--- src/rtl/booth_check_pkg.sv ---
// booth_check_pkg: sequencer state encoding, LFSR taps and saturating increment
package booth_check_pkg;
    typedef enum logic [1:0] {ST_IDLE, ST_SETTLE, ST_COMPARE, ST_DONE} state_t;
    function automatic logic [127:0] lfsr_taps(input int width);
        return width == 8   ? 128'hB8 :
               width == 16  ? 128'hB400 :
               width == 32  ? 128'hA300_0000 :
               width == 64  ? 128'hD800_0000_0000_0000 :
               width == 128 ? 128'hE100_0000_0000_0000_0000_0000_0000_0000 : 128'h0;
    endfunction
    function automatic logic [31:0] sat_inc(input logic [31:0] v, input logic [31:0] max);
        return v == max ? v : v + 32'd1;
    endfunction
endpackage

--- src/rtl/booth_vec_gen.sv ---
// booth_vec_gen: {B,A} operand generator, incrementing counter or right-shift Galois LFSR
module booth_vec_gen import booth_check_pkg::*; #(
    parameter int W    = 8,
    parameter int MODE = 0
) (
    input  logic         clk,
    input  logic         rst_n,
    input  logic         load,
    input  logic         step,
    input  logic [W-1:0] seed,
    output logic [W-1:0] vec
);
    localparam logic [W-1:0] TAPS = W'(lfsr_taps(W));
    logic [W-1:0] nxt;
    assign nxt = MODE == 1 ? (vec >> 1) ^ (vec[0] ? TAPS : '0) : vec + W'(1);
    always_ff @(posedge clk) begin
        if (!rst_n)
            vec <= '0;
        else if (load)
            vec <= (MODE == 1 && seed == '0) ? W'(1) : seed;
        else if (step)
            vec <= nxt;
    end
endmodule

--- src/rtl/booth_check_sequencer.sv ---
// booth_check_sequencer: drives shared operands into the Booth variants and checks them against the reference product
module booth_check_sequencer import booth_check_pkg::*; #(
    parameter int TAM    = 4,
    parameter int NVEC   = 256,
    parameter int SETTLE = 2,
    parameter int MODE   = 0,
    parameter int CW     = 16
) (
    input  logic                  clk,
    input  logic                  rst_n,
    input  logic                  start,
    input  logic [2*TAM-1:0]      seed,
    input  logic signed [2*TAM-1:0] Y,
    input  logic signed [2*TAM-1:0] X,
    input  logic signed [2*TAM-1:0] W,
    input  logic signed [2*TAM-1:0] S,
    output logic [TAM-1:0]        A,
    output logic [TAM-1:0]        B,
    output logic                  busy,
    output logic                  done,
    output logic [CW-1:0]         err_y,
    output logic [CW-1:0]         err_x,
    output logic [CW-1:0]         err_w,
    output logic [2:0]            fail_mask,
    output logic [TAM-1:0]        first_a,
    output logic [TAM-1:0]        first_b,
    output logic                  first_valid
);
    localparam int SW = $clog2(SETTLE + 1);
    localparam int IW = $clog2(NVEC + 1);
    localparam logic [CW-1:0] CMAX = '1;
    state_t         state;
    logic [SW-1:0]  scnt;
    logic [IW-1:0]  idx;
    logic [2*TAM-1:0] vec;
    logic [2:0]     mis;
    assign {B, A} = vec;
    assign mis = {W != S, X != S, Y != S};
    assign busy = state != ST_IDLE || start;
    booth_vec_gen #(.W(2*TAM), .MODE(MODE)) u_gen (
        .clk  (clk),
        .rst_n(rst_n),
        .load (state == ST_IDLE && start),
        .step (state == ST_COMPARE),
        .seed (seed),
        .vec  (vec)
    );
    always_ff @(posedge clk) begin
        if (!rst_n) begin
            state       <= ST_IDLE;
            scnt        <= '0;
            idx         <= '0;
            done        <= 1'b0;
            err_y       <= '0;
            err_x       <= '0;
            err_w       <= '0;
            fail_mask   <= '0;
            first_a     <= '0;
            first_b     <= '0;
            first_valid <= 1'b0;
        end else begin
            done <= 1'b0;
            case (state)
                ST_IDLE: if (start) begin
                    state       <= ST_SETTLE;
                    scnt        <= SW'(SETTLE - 1);
                    idx         <= '0;
                    err_y       <= '0;
                    err_x       <= '0;
                    err_w       <= '0;
                    fail_mask   <= '0;
                    first_a     <= '0;
                    first_b     <= '0;
                    first_valid <= 1'b0;
                end
                ST_SETTLE: begin
                    scnt <= scnt - SW'(1);
                    if (scnt == '0) state <= ST_COMPARE;
                end
                ST_COMPARE: begin
                    if (mis[0]) err_y <= CW'(sat_inc(32'(err_y), 32'(CMAX)));
                    if (mis[1]) err_x <= CW'(sat_inc(32'(err_x), 32'(CMAX)));
                    if (mis[2]) err_w <= CW'(sat_inc(32'(err_w), 32'(CMAX)));
                    fail_mask <= fail_mask | mis;
                    if (|mis && !first_valid) begin
                        first_a     <= A;
                        first_b     <= B;
                        first_valid <= 1'b1;
                    end
                    idx <= idx + IW'(1);
                    if (idx == IW'(NVEC - 1)) begin
                        state <= ST_DONE;
                        done  <= 1'b1;
                    end else begin
                        state <= ST_SETTLE;
                        scnt  <= SW'(SETTLE - 1);
                    end
                end
                default: state <= ST_IDLE;
            endcase
        end
    end
endmodule
--- config.mk ---
export PLATFORM = sky130hd
export DESIGN_NAME = booth_check_sequencer
export DESIGN_NICKNAME = d
export VERILOG_FILES = /design/src/rtl/booth_check_pkg.sv /design/src/rtl/booth_vec_gen.sv /design/src/rtl/booth_check_sequencer.sv
export SDC_FILE = /design/constraint.sdc
export NUM_CORES = 1
export LEC_CHECK = 0
export ABC_CLOCK_PERIOD_IN_PS = 4730
export BUFFER_PORTS_ARGS = -buffer_cell sky130_fd_sc_hd__buf_2
export CORE_MARGIN = 10
export CORE_UTILIZATION = 55
export CTS_CLUSTER_DIAMETER = 120
export DETAILED_ROUTE_END_ITERATION = 8
export PLACE_DENSITY_LB_ADDON = 0.05
export SLEW_MARGIN = 10
export SYNTH_ARGS = -nofsm -noshare
export SYNTH_HDL_FRONTEND = slang
export SYNTH_SLANG_ARGS = --single-unit
--- constraint.sdc ---
create_clock -name clk -period 4.73 [get_ports clk]
set_input_delay 0.2365 -clock clk [delete_from_list [all_inputs] [get_ports clk]]
set_output_delay 0.2365 -clock clk [all_outputs]
set_load 0.03 [all_outputs]
==> results of run 1 <==
-- stage by stage --
step,util [%],instances,instance area (um2),setup slack (ns)
after floorplan,-,489,4160,2.66
after global placement,65.0,680,4740,1.75
after detailed placement,65.0,680,4740,1.67
after CTS,68.2,696,4970,1.66
after global routing,68.2,696,4970,1.32
final,68.2,696,4970,1.64
-- layout make-up --
cell class                      count  area [um2]
Fill cell                         637        2320
Clock buffer                       10         128
Clock inverter                      6         105
Inverter                           12        45.0
Sequential cell                    82        1640
Timing Repair Buffer              114         576
Tap cell                           99         124
Multi-Input combinational cell    373        2350
-- metal layers --
layer / wire length [um] / share of wire, % / up-vias
li1: - / - / 1976
met1: 4640 / 43 / 1841
met2: 5320 / 49 / 99
met3: 642 / 6.0 / 14
met4: 163 / 1.5 / 0
met5: 0 / 0 / -
-- placed cells by master (no fill, tap or decap), types with 7 or more instances in the layout --
cell type  count
clkbuf_8       9
o21ai_0       26
dfxtp_1       82
nand2_1       44
a21oi_1       30
a22o_1         8
nand3_1       26
nand4_1       15
nor3_1        13
or3_1         18
buf_2        112
and2_1         8
a21boi_0       8
xor2_1        11
and3_1        10
nor2b_1        7
ha_1           7
or4_1         11
xnor2_1       33
nor2_1        36
inv_1         11
o31ai_1        7
-- logic make-up (layout without fill, tap and decap cells) --
family	count (synthesis)	in the layout	synth area share (%)
and+or+nand+nor	208	208	27.5
AOI/OAI and AO/OA	114	114	17.6
DFF	82	82	39.4
xor gates and xnor gates	44	44	9.26
buffers and inverters	34	142	4.06
adders and majority gates	7	7	2.10
-- power breakdown --
part           total (mW)  internal (mW)  switching [mW]
clock network       0.599          0.348           0.251
registers           0.721          0.703          0.0179
logic               0.170         0.0592           0.110
total                1.49           1.11           0.379
-- registers in the layout, summed over array words and instances, names as in the netlist, 2 cells and up --
signal / flops
err_w: 16
err_x: 16
err_y: 16
fail_mask: 3
first_a: 4
first_b: 4
idx: 9
scnt: 2
state: 2
u_gen.vec: 8
-- worst max path at each step --
stage | startpoint | end | slack [ns] | cells past startpoint
floorplan | err_w[0] | err_w[9] | 2.66 | 8
global placement | state[0] | err_y[4] | 1.75 | 5
detailed placement | state[0] | err_y[4] | 1.67 | 5
CTS | state[0] | err_y[3] | 1.66 | 5
global route | state[0] | first_b[3] | 1.32 | 5
finish | state[0] | first_b[0] | 1.64 | 5
-- worst register-to-register path: stages, from the launching register on --
cell and delay (ns):
dfxtp_1 0.52, clkinv_1 0.29, nand3_1 0.65, nand2_1 0.77, a21oi_2 0.61, a22o_1 0.20
==> metrics.txt, run 1 <==
outcome completed; critical hold path startpoint seed[7]; io pins approximately 110; synthesized area per cell between 8 and 9 um2; Power Total 1.49 mW; Critical Path RT roughly 5.0 ns; antenna violations before repair 0; Die W ~110 um; post-route ant nets 0; setup_tns 0 ns; CTS H-tree lvls 3; # diodes 0; cts hold-fix bufs 0; CP Launch Type register; Finish-stage setup viols 0; gr usage total 18.8%; total routed wirelength about 11,000 um; Synth-to-Final Area Change 19.4%; most numerous cell in the Yosys netlist dfxtp_1; drt via density approximately 5.6; # DRC 0; critical path type reg -> reg; CTS sink cnt 82; Synth top cells by count 82 x dfxtp_1, 44 x nand2_1, 36 x nor2_1; Cell Rows 31; pins over their slew limit 0; Die Height around 110 um; clock skew about 0.011 ns; wire per inst between 15 and 20 um; global-route wire length before repair ~18,000 um; critical path, cell by cell clkinv_1, nand3_1, nand2_1, a21oi_2, a22o_1; final hold vios 0; Pwr per Cell Area about 300 mW/mm2; Mapped Cells between 400 and 500; Slew headroom between 30% and 40%; DIE AREA about 0.011 mm2; synthesized area ~0.0042 mm2; GRT busiest layer met2; CTS tree built; layout cells sized above 1 24.1%; RR Startpoint state[0]; # nets final ~640; reg-to-reg setup timing slack about 1.6 ns; Tmin final 3.09 ns; library cells used by synthesis 53; number of global-route vias before repair 3,856; unrepaired setup endpoints after global routing false; RePlAce Congestion between 0.8 and 0.9; Remaining Overflow, GRT 0; reg2reg path depth 5; CORE AREA 0.00729 mm2; Syn. warnings 0; Root Driver clkbuf_8; post-CTS sizing 0; I/O Buffers 112; hold depth 3; Largest delay share family, worst path simple AND/OR/NAND/NOR gates; Mapped Nets about 540; clk slew on worst S/H paths 0.08 ns; Hold EP u_gen.vec[7]; Critical Path Fanout Max 27; Starting Density 57.1%; Detail Placement HPWL approximately 8000 um; maximum vdd drop 0.186 mV; Static Leak roughly 2.0 nW; GR Layer Usage met1 between 20% and 30%; Async SR Flop Fraction 0%; Hold WS 0.185 ns; setup bufs post-CTS 0; CP arrival approximately 3.4 ns; ys flop type dfxtp_1; Synth top area share about 39%; Worst R2R End first_b[0]; flops & latches, synth 82; Worst Hold Class in -> reg; CTS Buf Count 9; CP max stage cell nand2_1; met3 Use GR 6.23%; top post-synthesis cells by area dfxtp_1 39%, xnor2_1 6.9%, nand2_1 4.0%; CP Capture Type register; sequential share of the synthesized area between 30% and 40%; DR pass1 iterations 7; Max-Cap Viols 0; total number of vias about 3,900; Buf+Inv Stages, Crit Path 1; worst slew pin tran ~0.95 ns; Clk Latency, worst-skew pair between 0.3 and 0.4 ns; Starting DRT DRC Count 179; Synth area leader dfxtp_1; CTS max path bufs 2; fin crit share roughly two thirds; f_max about 320 MHz; M2 GR Usage ~32%; EDFF count, synth 0; CP peak stage delay 0.77 ns; largest net degree at the start of global routing 35
Power figures use the tool's default switching activity.
==> run 2, diff against run 1 <==
ABC_CLOCK_PERIOD_IN_PS = 3000   (was 4730)
CORE_UTILIZATION = 53   (was 55)
clock period = 3 ns   (was 4.73 ns; I/O delays follow)
==> run 2 against run 1 <==
Net effect: combinational power grew 58%; routed wire length is essentially flat; sequential share of layout area grew 0.19 points; largest cell class unchanged; critical path depth is the same; global-route usage shrank 0.54 points; die area grew 3.1%; sequential power grew 58%; non-clock buffer count grew 2; via count shrank 0.81%; core utilization shrank 3.9 points.
==> metrics.txt, run 2 (same netlist as run 1, synthesis figures left out) <==
outcome completed; Worst Hold Class in -> reg; non-filler instance count after layout 701 (+0.72%); RePlAce Congestion 0.785 (-8.0%); Die Height 109 um (+1.5%); maximum vdd drop 0.238 mV (+28%); drt via density 5.56 (-1.5%); # DRC 0 (unchanged); Remaining Overflow, GRT 0 (unchanged); Tmin final 2.32 ns (-0.776 ns); RR Startpoint state[1]; Finish-stage setup viols 0 (unchanged); Max-Cap Viols 0 (unchanged); f_max 431 MHz (+33%); Critical Path Fanout Max 16 (-41%); most frequent cells in the layout 112 x buf_2, 82 x dfxtp_1, 44 x nand2_1, 36 x nor2_1, 33 x xnor2_1; pins over their slew limit 0 (unchanged); antenna violations before repair 0 (unchanged); setup bufs post-CTS 0 (unchanged); layout cells sized above 1 24.4% (+0.25 points); Static Leak 1.98 nW (-0.75%); I/O Buffers 112 (unchanged); unrepaired setup endpoints after global routing false; largest net degree at the start of global routing 35 (unchanged); Detail Placement HPWL 8160 um (+1.4%); fin crit share 77.3% (+12 points); Worst R2R End err_y[15]; reg-to-reg setup timing slack 0.68 ns (-0.95 ns); CP Capture Type register; number of global-route vias before repair 3,770 (-2.2%); post-route ant nets 0 (unchanged); leading cell type in the layout, fill and taps excluded buf_2; CTS max path bufs 2 (unchanged); wire per inst 15.4 um (-0.68%); clock skew 0.00897 ns (-0.00202 ns); Starting Density 54.1% (-2.9 points); # nets final 644 (+0.31%); CTS tree built; post-place setup slack 0.712 ns (-0.960 ns); Pwr per Cell Area 440 mW/mm2 (+47%); total number of vias 3,898 (-0.81%); global-route wire length before repair 17,900 um (-0.80%); worst slew pin tran 0.569 ns (-0.381 ns); Critical Path RT 3.28 ns (-1.74 ns); post-CTS sizing 0 (unchanged); CORE AREA 0.00769 mm2 (+5.4%); final hold vios 0 (unchanged); post-placement cell count 685 (+0.74%); Power Total 2.17 mW (+46%); clk slew on worst S/H paths 0.08 ns (about the same); Clk Latency, worst-skew pair 0.35 ns (about the same); Largest regs err_w x16, err_x x16, err_y x16; DIE AREA 0.0118 mm2 (+3.1%); CTS Buf Count 9 (unchanged); Slew headroom 61.7% (+25 points); Synth-to-Final Area Change 18.7%; CP Launch Type register; Starting DRT DRC Count 228 (+27%); Die W 109 um (+1.5%); setup_tns 0 ns (unchanged); io pins 113 (unchanged); Cell Rows 32 (+3.2%); CTS sink cnt 82 (unchanged); cts hold-fix bufs 0 (unchanged); # diodes 0 (unchanged); worst setup margin 0.682 ns (-0.954 ns); Hold EP u_gen.vec[7]; CTS H-tree lvls 3 (unchanged); Root Driver clkbuf_8; reg2reg path depth 5 (unchanged); DR pass1 iterations 4 (-3); gr usage total 18.2% (-0.54 points); critical path type reg -> reg; critical hold path startpoint seed[7]; hold depth 3 (unchanged); CP arrival 2.60 ns (-0.79 ns); total routed wirelength 10,800 um (about the same)
-- run 2: area by class of cell --
class / instances / area, um2
multi-input combinational: 373 / 2350
inverter: 12 / 45.0
clock inverter: 6 / 57.6
timing repair buffer: 116 / 591
clock buffer: 10 / 128
sequential: 82 / 1640
fill: 707 / 2750
tap: 102 / 128
-- run 2: report_power, final --
group / switching, mW / internal, mW
Combinational: 0.173 / 0.0960
Clock: 0.389 / 0.379
Sequential: 0.0269 / 1.11
-- run 2: worst max-delay path: stages (launching register included) --
cell     delay, ns
dfxtp_1       0.58
nor2b_4       0.46
o21ai_2       0.17
o21a_1        0.37
or4_1         0.51
a21oi_1       0.15
-- run 2: worst max-delay path by stage --
| stage | slack [ns] | start | endpoint | depth (start not counted) |
|---|---|---|---|---|
| 2_1_floorplan | 0.93 | err_w[0] | err_w[9] | 8 |
| 3_3_place_gp | 0.77 | state[1] | err_y[11] | 5 |
| 3_5_place_dp | 0.71 | state[1] | err_y[11] | 5 |
| 4_1_cts | 0.69 | state[1] | err_y[11] | 5 |
| 5_1_grt | 0.49 | state[1] | err_y[15] | 5 |
| 6_report | 0.68 | state[1] | err_y[15] | 5 |
-- run 2: metal layers --
layer  track usage, %  part of all wire [%]  vias up  routed length (um)
met5                0                     0        -                   0
met1             22.2                    44     1807                4690
li1                 -                     -     1985                   -
met3             4.60                   6.3       13                 684
met4             6.40                   1.1        0                 121
met2             30.7                    49       93                5280
-- run 2: through the flow --
step	util [%]	instance area (um2)	hold WS, ns
3_3_place_gp	61.9	4760	0.430
2_1_floorplan	-	4160	0.288
4_1_cts	64.3	4940	0.0882
5_1_grt	64.3	4940	0.115
6_report	64.3	4940	0.104
3_5_place_dp	61.9	4760	0.438
==> run 3, diff against run 2 <==
ABC_CLOCK_PERIOD_IN_PS = 2300   (was 3000)
clock period = 2.3 ns   (was 3 ns; I/O delays follow)
==> run 3 against run 2 <==
Net effect: register-to-register slack worse by 0.44 ns; clock-buffer cell count unchanged; global-route usage up 0.23 points; final cell count up 0.43%; sequential share of layout area down 0.17 points; clock power up 27%; sequential power up 30%; largest cell class unchanged; highest routed layer unchanged.
==> metrics.txt, run 3 (same netlist as run 1, synthesis figures left out) <==
post-place setup slack 0.261 ns (-0.452 ns); total routed wirelength 10,600 um (-1.2%); Die W 109 um (unchanged); maximum vdd drop 0.351 mV (+47%); Synth-to-Final Area Change 19.3%; io pins 113 (unchanged); pins over their slew limit 0 (unchanged); # diodes 0 (unchanged); GRT busiest layer met2; M2 GR Usage 30.9% (+0.26 points); unrepaired setup endpoints after global routing false; number of global-route vias before repair 3,768 (-0.053%); fin crit share 89.4% (+12 points); Starting Density 54.1% (unchanged); Static Leak 2.00 nW (+1.1%); Starting DRT DRC Count 195 (-14%); clock skew 0.00998 ns (+0.00101 ns); GR Layer Usage met1 22.5% (+0.37 points); Die Height 109 um (unchanged); RR Startpoint err_w[0]; Detail Placement HPWL 8080 um (-1.0%); critical path type reg -> reg; worst slew pin tran 0.581 ns (+0.0119 ns); post-placement cell count 690 (+0.73%); RePlAce Congestion 0.850 (+8.3%); reg2reg path depth 7 (+2); drt via density 5.58 (+0.26%); Tmin final 2.06 ns (-0.262 ns); total number of vias 3,925 (+0.69%); DIE AREA 0.0118 mm2 (unchanged); Critical Path RT 2.53 ns (-0.75 ns); Pwr per Cell Area 567 mW/mm2 (+29%); gr usage total 18.5% (+0.23 points); worst setup margin 0.245 ns (-0.438 ns); layout cells sized above 1 24.8% (+0.38 points); clk slew on worst S/H paths 0.08 ns (about the same); Core Util, Final 64.6% (+0.33 points); Hold WS 0.0582 ns (-0.0455 ns); outcome completed; CTS H-tree lvls 3 (unchanged); critical hold path startpoint seed[4]; Worst R2R End err_w[9]; final hold vios 0 (unchanged); met3 Use GR 4.48% (-0.12 points); wire per inst 15.1 um (-1.6%); setup bufs post-CTS 0 (unchanged); Slew headroom 60.9% (-0.80 points); # DRC 0 (unchanged); CORE AREA 0.00769 mm2 (unchanged); DR pass1 iterations 4 (unchanged); reg-to-reg setup timing slack 0.24 ns (-0.44 ns); CP Capture Type register; # nets final 649 (+0.78%); final instance area 0.00497 mm2 (+0.51%); Worst Hold Class in -> reg; Remaining Overflow, GRT 0 (unchanged); most frequent cells in the layout 112 x buf_2, 82 x dfxtp_1, 44 x nand2_1, 36 x nor2_1, 33 x xnor2_1; Cell Area, Placed 0.00479 mm2 (+0.79%); non-filler instance count after layout 704 (+0.43%); Max-Cap Viols 0 (unchanged); CP arrival 2.28 ns (-0.32 ns); antenna violations before repair 0 (unchanged); Layout fillers 694 (-1.8%); Power Total 2.81 mW (+30%); I/O Buffers 112 (unchanged); CTS max path bufs 2 (unchanged); Largest regs err_w x16, err_x x16, err_y x16; post-route ant nets 0 (unchanged); largest net degree at the start of global routing 44 (+26%); CTS Buf Count 9 (unchanged); CTS tree built; Critical Path Fanout Max 10 (-6); Clk Latency, worst-skew pair 0.35 ns (about the same); setup_tns 0 ns (unchanged); cts hold-fix bufs 0 (unchanged); Hold EP u_gen.vec[4]; post-CTS sizing 0 (unchanged); CTS sink cnt 82 (unchanged); global-route wire length before repair 18,100 um (+1.0%); CP Launch Type register; Finish-stage setup viols 0 (unchanged); Root Driver clkbuf_8; hold depth 3 (unchanged); leading cell type in the layout, fill and taps excluded buf_2; Cell Rows 32 (unchanged); f_max 487 MHz (+13%)
[run 3: changes by cell type in the layout (fill, tap and decap cells not counted), sizes merged]
cell,before,now
clkinvlp,1,0
clkinv,5,4
buf,116,121
[run 3: how the worst max path moves through the flow]
| stage | from | endpoint | slack [ns] | cells after the start |
|---|---|---|---|---|
| finish | err_w[0] | err_w[9] | 0.24 | 7 |
| global route | err_x[8] | err_x[3] | 0.03 | 6 |
| CTS | err_w[0] | err_w[9] | 0.25 | 7 |
| detailed placement | err_w[0] | err_w[9] | 0.26 | 7 |
| global placement | state[1] | err_w[11] | 0.32 | 7 |
| floorplan | err_w[0] | err_w[9] | 0.23 | 8 |
[run 3: critical path, cell delays in order, from the launching register on]
cell and delay [ns]:
dfxtp_1 0.41, ha_1 0.20, inv_1 0.05, or3_1 0.46, nor3_4 0.41, nor2_1 0.14, a31oi_1 0.20, nor3_1 0.06
[run 3: per-layer routing]
metal	vias to the layer above	wire, um	part of all wire [%]
met4	0	179	1.7
met5	-	0	0
met3	13	661	6.2
met2	80	5240	49
li1	1988	-	-
met1	1844	4560	43
[run 3: final cells by class]
type | instances | area [um2] | area share (%)
Tap cell | 102 | 128 | 2.57
Clock buffer | 10 | 128 | 2.57
Sequential cell | 82 | 1640 | 33.1
Clock inverter | 4 | 45.0 | 0.907
Multi-Input combinational cell | 373 | 2350 | 47.3
Timing Repair Buffer | 121 | 628 | 12.6
Inverter | 12 | 45.0 | 0.907
[run 3: power by group]
| part | internal [mW] | switching, mW |
|---|---|---|
| Combinational | 0.131 | 0.228 |
| Clock | 0.485 | 0.492 |
| Sequential | 1.45 | 0.0335 |
| Total | 2.06 | 0.753 |
